<file path="src/rtl/fetch_stage.sv">
// -----------------------------------------------------------------------------
// fetch_stage
//   Instruction-fetch stage feeding the decoder through the IF/ID register.
//   Owns the PC, keeps at most one request outstanding to a variable-latency
//   instruction memory, parks a returned word in a one-entry hold buffer while
//   decode is stalled, and flushes wrong-path work on a taken branch/JAL.
//
// Ports
//   clk          rising-edge clock
//   reset        asynchronous active-low reset
//   stall        decode stall: hold IF/ID and do not advance the PC
//   redirect     taken branch/JAL from execute
//   redirect_pc  redirect target byte address (low two bits ignored)
//   imem_req     one-cycle request strobe to instruction memory
//   imem_addr    word-aligned request address (always the current PC)
//   imem_rvalid  response valid (only meaningful while waiting)
//   imem_rdata   response instruction word
//   ifid_valid   IF/ID holds a real instruction
//   ifid_pc      PC of the IF/ID instruction
//   ifid_instr   IF/ID instruction (NOP when empty)
//   ifid_opcode  ifid_instr[6:0], feeds the decoder opcode input
// -----------------------------------------------------------------------------
module fetch_stage #(
    parameter int              PC_W     = 9,
    parameter int              INS_W    = 32,
    parameter logic [PC_W-1:0] RESET_PC = {PC_W{1'b0}}
) (
    input  logic             clk,
    input  logic             reset,
    input  logic             stall,
    input  logic             redirect,
    input  logic [PC_W-1:0]  redirect_pc,
    output logic             imem_req,
    output logic [PC_W-1:0]  imem_addr,
    input  logic             imem_rvalid,
    input  logic [INS_W-1:0] imem_rdata,
    output logic             ifid_valid,
    output logic [PC_W-1:0]  ifid_pc,
    output logic [INS_W-1:0] ifid_instr,
    output logic [6:0]       ifid_opcode
);

    typedef enum logic [1:0] {
        ST_IDLE = 2'd0,
        ST_REQ  = 2'd1,
        ST_WAIT = 2'd2,
        ST_HOLD = 2'd3
    } state_t;

    localparam logic [INS_W-1:0] NOP        = INS_W'(32'h0000_0013);
    localparam logic [PC_W-1:0]  PC_STEP    = PC_W'(32'd4);
    localparam logic [PC_W-1:0]  ALIGN_MASK = ~(PC_W'(32'd3));

    state_t             state_r;
    logic [PC_W-1:0]    pc_r;
    logic               kill_r;
    logic [INS_W-1:0]   hold_buf_r;
    logic               req_r;
    logic               ifid_valid_r;
    logic [PC_W-1:0]    ifid_pc_r;
    logic [INS_W-1:0]   ifid_instr_r;

    logic [PC_W-1:0]    target_s;
    logic               deliver_s;
    logic [INS_W-1:0]   deliver_instr_s;

    assign target_s    = redirect_pc & ALIGN_MASK;

    assign imem_req    = req_r;
    assign imem_addr   = pc_r & ALIGN_MASK;
    assign ifid_valid  = ifid_valid_r;
    assign ifid_pc     = ifid_pc_r;
    assign ifid_instr  = ifid_instr_r;
    assign ifid_opcode = ifid_instr_r[6:0];

    // Decide whether an instruction reaches IF/ID this cycle and from where.
    // A killed (wrong-path) response is never delivered; redirect or stall
    // block delivery, the stalled word having been parked in hold_buf_r.
    always_comb begin
        deliver_s       = 1'b0;
        deliver_instr_s = hold_buf_r;
        if (redirect || stall) begin
            deliver_s       = 1'b0;
            deliver_instr_s = hold_buf_r;
        end else if ((state_r == ST_WAIT) && imem_rvalid && !kill_r) begin
            deliver_s       = 1'b1;
            deliver_instr_s = imem_rdata;
        end else if (state_r == ST_HOLD) begin
            deliver_s       = 1'b1;
            deliver_instr_s = hold_buf_r;
        end else begin
            deliver_s       = 1'b0;
            deliver_instr_s = hold_buf_r;
        end
    end

    // Fetch FSM: PC, kill flag, hold buffer and the registered request strobe.
    // req_r is set on every transition into ST_REQ so it is high exactly there.
    always_ff @(posedge clk or negedge reset) begin
        if (!reset) begin
            state_r    <= ST_IDLE;
            pc_r       <= RESET_PC;
            kill_r     <= 1'b0;
            hold_buf_r <= {INS_W{1'b0}};
            req_r      <= 1'b0;
        end else begin
            req_r <= 1'b0;
            case (state_r)
                ST_IDLE: begin
                    state_r <= ST_REQ;
                    req_r   <= 1'b1;
                    if (redirect) begin
                        pc_r <= target_s;
                    end
                end
                ST_REQ: begin
                    state_r <= ST_WAIT;
                    // The request just issued is now wrong-path; drop its reply.
                    if (redirect) begin
                        pc_r   <= target_s;
                        kill_r <= 1'b1;
                    end
                end
                ST_WAIT: begin
                    if (imem_rvalid) begin
                        if (kill_r || redirect) begin
                            kill_r  <= 1'b0;
                            state_r <= ST_REQ;
                            req_r   <= 1'b1;
                            if (redirect) begin
                                pc_r <= target_s;
                            end
                        end else if (!stall) begin
                            pc_r    <= pc_r + PC_STEP;
                            state_r <= ST_REQ;
                            req_r   <= 1'b1;
                        end else begin
                            hold_buf_r <= imem_rdata;
                            state_r    <= ST_HOLD;
                        end
                    end else if (redirect) begin
                        pc_r   <= target_s;
                        kill_r <= 1'b1;
                    end
                end
                ST_HOLD: begin
                    if (redirect) begin
                        pc_r    <= target_s;
                        state_r <= ST_REQ;
                        req_r   <= 1'b1;
                    end else if (!stall) begin
                        pc_r    <= pc_r + PC_STEP;
                        state_r <= ST_REQ;
                        req_r   <= 1'b1;
                    end
                end
                default: begin
                    state_r <= ST_IDLE;
                    kill_r  <= 1'b0;
                end
            endcase
        end
    end

    // IF/ID register: flush beats stall, stall holds, else load or bubble.
    always_ff @(posedge clk or negedge reset) begin
        if (!reset) begin
            ifid_valid_r <= 1'b0;
            ifid_pc_r    <= {PC_W{1'b0}};
            ifid_instr_r <= NOP;
        end else if (redirect) begin
            ifid_valid_r <= 1'b0;
            ifid_instr_r <= NOP;
        end else if (stall) begin
            ifid_valid_r <= ifid_valid_r;
        end else if (deliver_s) begin
            ifid_valid_r <= 1'b1;
            ifid_pc_r    <= pc_r;
            ifid_instr_r <= deliver_instr_s;
        end else begin
            ifid_valid_r <= 1'b0;
            ifid_instr_r <= NOP;
        end
    end

endmodule

</file>
<file path="config.mk">
export PLATFORM = sky130hd
export DESIGN_NAME = fetch_stage
export DESIGN_NICKNAME = d
export VERILOG_FILES = /design/src/rtl/fetch_stage.sv
export SDC_FILE = /design/constraint.sdc
export NUM_CORES = 1
export LEC_CHECK = 0
export CORE_ASPECT_RATIO = 1.5
export CORE_MARGIN = 5
export CORE_UTILIZATION = 40
export DETAILED_ROUTE_END_ITERATION = 16
export PLACE_DENSITY = 0.74
export SYNTH_ARGS = -nofsm -noshare
export SYNTH_HDL_FRONTEND = slang
export SYNTH_SLANG_ARGS = --single-unit
</file>
<file path="constraint.sdc">
create_clock -name clk -period 3.5 [get_ports clk]
set_input_delay 0.7 -clock clk [delete_from_list [all_inputs] [get_ports clk]]
set_output_delay 0.7 -clock clk [all_outputs]
set_load 0.005 [all_outputs]
</file>
==> results.json <==
{
  "firstDrtPassIters": 4,
  "p_seq_share_pct": 46.2,
  "layout.nets": 467,
  "detailedPlace.worstSlack_ps": 795,
  "ys_ff_latch": 87,
  "die_height_um": 132,
  "total_vias_in_the_final_route": 2813,
  "global_route_wire_length_before_repair_um": 15000,
  "synth_area_leaders": "sky130_fd_sc_hd__dfrtp_1, sky130_fd_sc_hd__mux2_2, sky130_fd_sc_hd__mux2i_1",
  "synthSimpleGateAreaFrac_pct": 8.30,
  "clock_insertion_delay_worst_skew_ps": 330,
  "power.switching_uw": 725,
  "buffer_ports.inserted": 100,
  "final.fill_count": 859,
  "std_cell_rows": 44,
  "parity_gate_share_of_the_synthesized_area_counting_xor_and_xnor_cells_pct": 0,
  "dr.first_iter.drc_count": 86,
  "postCtsResizedCells": 0,
  "placement.cell_area_sq_mm": 0.00497,
  "fin_crit_period_ps": 2330,
  "tns_ps": 0,
  "cts.root.buffer_cell": "sky130_fd_sc_hd__clkbuf_16",
  "design_power_total_mw": 2.80,
  "synth.lib_cells_used.distinct": 42,
  "fin_cells": 536,
  "floorplan.io_pins": 105,
  "setup.worst_path.end_class": "register",
  "tritoncts": "built",
  "share_clk_of_total_power_pct": 33.0,
  "final_antenna_net_count": 0,
  "worstPathRequired_ps": 3700,
  "initial_core_util_pct": 41.0,
  "maximum_number_of_pins_on_one_net_before_global_route_repair": 41,
  "syn-instance-count": 328,
  "most_common_cell_after_layout_fill_and_taps_aside": "sky130_fd_sc_hd__clkdlybuf4s50_1",
  "finalMaxSlewViolations": 0,
  "p_int_mw": 2.08,
  "maxSlewHeadroom_pct": 61.6,
  "finClkSkew_ps": 5.36,
  "share_of_final_layout_standard_cells_stronger_than_drive_strength_1_pct": 16.2,
  "htree_num_levels": 3,
  "synth_compound_area_share_pct": 8.95,
  "synth_sequential_area_ratio_pct": 54.6,
  "die_width_um": 91.6,
  "setup_repair_after_global_routing_missed_its_margin": "false",
  "largest_family_of_logic_cells_by_synthesized_area": "multiplexers",
  "timing.reg2reg.setup_slack_ps": 1310,
  "yosysTopAreaCell": "sky130_fd_sc_hd__dfrtp_1",
  "crit_fanout": 14,
  "placed_cells_incl_taps": 520,
  "post_cts.repair.setup_buffers": 0,
  "muxShareOfSynthArea_pct": 19.9,
  "fin_util_pct": 54.0,
  "core-area_sq_mm": 0.00974,
  "run_status": "finished clean",
  "hpwlAfterDp_um": 6330,
  "clk_path_buf_depth": 2,
  "antenna_found_initial": 0,
  "cp-start-kind": "input pin",
  "timing.final.ws_setup_ps": 1170,
  "synth.top_cell.area_share_pct": 52.6,
  "route.detailed.drc": 0,
  "p_sw_share_pct": 25.9,
  "drt-wirelength-per-cell_um": 16.7,
  "worstMarginPinSlew_ps": 575,
  "synth.cell_area_sq_mm": 0.00400,
  "wl_um": 8940,
  "p_per_area_mw_per_mm2": 533,
  "timing.setup.critical_path_class": "input pin to register",
  "setup_viol": 0,
  "post_cts_hold_buffer_count": 0,
  "max_cap_violations": 0,
  "clk_pin_slew_ps": 60,
  "globalplace.congestion": 0.715,
  "p_leak_nw": 2.25,
  "post-route-cell-area_sq_mm": 0.00526,
  "fp.dieArea_sq_mm": 0.0121,
  "worstHoldPathType": "input pin to async pin",
  "synth_area_per_cell_sq_um": 12.2,
  "n_antenna_cell": 0,
  "worst_voltage_drop_across_the_vdd_grid_uv": 285,
  "cts_num_sinks": 87,
  "cp_data_arrival_time_ps": 2530,
  "globalRouteTotalUtil_pct": 15.5,
  "routed_via_density": 5.25,
  "cts_buf_count": 9,
  "ys_warn_count": 0,
  "pwr-share-comb_pct": 20.8,
  "synthAdderAreaFrac_pct": 1.57,
  "vias_in_the_first_global_route": 3022,
  "finalHoldViolations": 0,
  "flow.area_growth_from_synthesis_pct": 31.6,
  "final.hold.worst_slack_ps": 334,
  "final_cell_mix": "sky130_fd_sc_hd__clkdlybuf4s50_1, sky130_fd_sc_hd__dfrtp_1, sky130_fd_sc_hd__nand2_1",
  "fin_crit_sh_pct": 66.6,
  "max_clock_freq_ghz": 0.429,
  "grt_remaining_overflow": 0
}
## routing by layer
metal	part of all wire [%]	up-vias	GRT usage, %
met5	0	-	0
met4	2.3	0	7.63
met3	3.8	12	2.84
met2	53	66	26.7
met1	41	1419	18.2
li1	-	1316	-
## power groups by stage
stage	combinational, mW	sequential (mW)	clock [mW]
6_report	0.584	1.29	0.925
5_1_grt	0.647	1.32	1.01
4_1_cts	0.595	1.29	0.951
3_5_place_dp	0.593	1.31	0
3_3_place_gp	0.572	1.30	0
2_1_floorplan	0.350	1.27	0
## worst paths after layout
kind / cells after the start / start / end
worst min-delay path: 1 / reset / ifid_instr[17]$_DFFE_PN0N_
min in group clk: 2 / ifid_instr[17]$_DFFE_PN0N_ / ifid_instr[17]$_DFFE_PN0N_
max in group asynchronous: 2 / reset / ifid_instr[1]$_DFFE_PN1N_
worst max-delay path: 6 / imem_rvalid / ifid_instr[22]$_DFFE_PN0N_
worst max register to register: 7 / state_r[0]$_DFFE_PN0P_ / ifid_instr[22]$_DFFE_PN0N_
worst min register to register: 2 / ifid_instr[17]$_DFFE_PN0N_ / ifid_instr[17]$_DFFE_PN0N_
## cell families (layout without fill, tap and decap cells)
group	Yosys count	after routing
other cells	1	2
flops	87	87
buf+inv	39	131
fa+ha+maj	5	5
simple gates	64	64
compound gates	58	58
mux	74	74
## synthesized netlist by cell type, drive strengths merged
cell type  count
nand3          1
nor4b          1
dfstp          3
buf           29
o21ai         37
o221a          1
a221o          1
o2bb2ai        1
a21oi          4
and4           1
mux2          44
nor2b          6
a31oi          1
o22a           3
conb           1
mux2i         30
nor2           2
o21bai         1
o311ai         3
and4b          1
and3b          2
dfrtp         84
a211o          1
o221ai         2
nand3b         1
ha             5
nand2b         3
nor3           1
nand2         42
clkbuf         5
inv            5
o22ai          3
nor3b          3
## flip-flops by register name, summed over array words and instances (netlist names)
name        count
state_r         2
ifid_valid      1
kill_r          1
pc_r            9
hold_buf_r     32
ifid_instr     32
ifid_pc         9
imem_req        1
## layout make-up
cell class / instances / area, sq um / share of cell area (%)
sequential: 87 / 2180 / 41.5
multi-input combinational: 203 / 1560 / 29.6
timing repair buffer: 110 / 1070 / 20.4
clock buffer: 13 / 240 / 4.57
tap: 115 / 144 / 2.74
clock inverter: 3 / 43.8 / 0.833
inverter: 5 / 18.8 / 0.357
## worst max-delay path, cell delays in order
cell and delay [ps]:
sky130_fd_sc_hd__clkdlybuf4s50_1 570, sky130_fd_sc_hd__nand2_2 120, sky130_fd_sc_hd__nor3_4 460, sky130_fd_sc_hd__buf_4 380
sky130_fd_sc_hd__mux2i_1 200, sky130_fd_sc_hd__o21ai_0 90
Power figures use the tool's default switching activity.
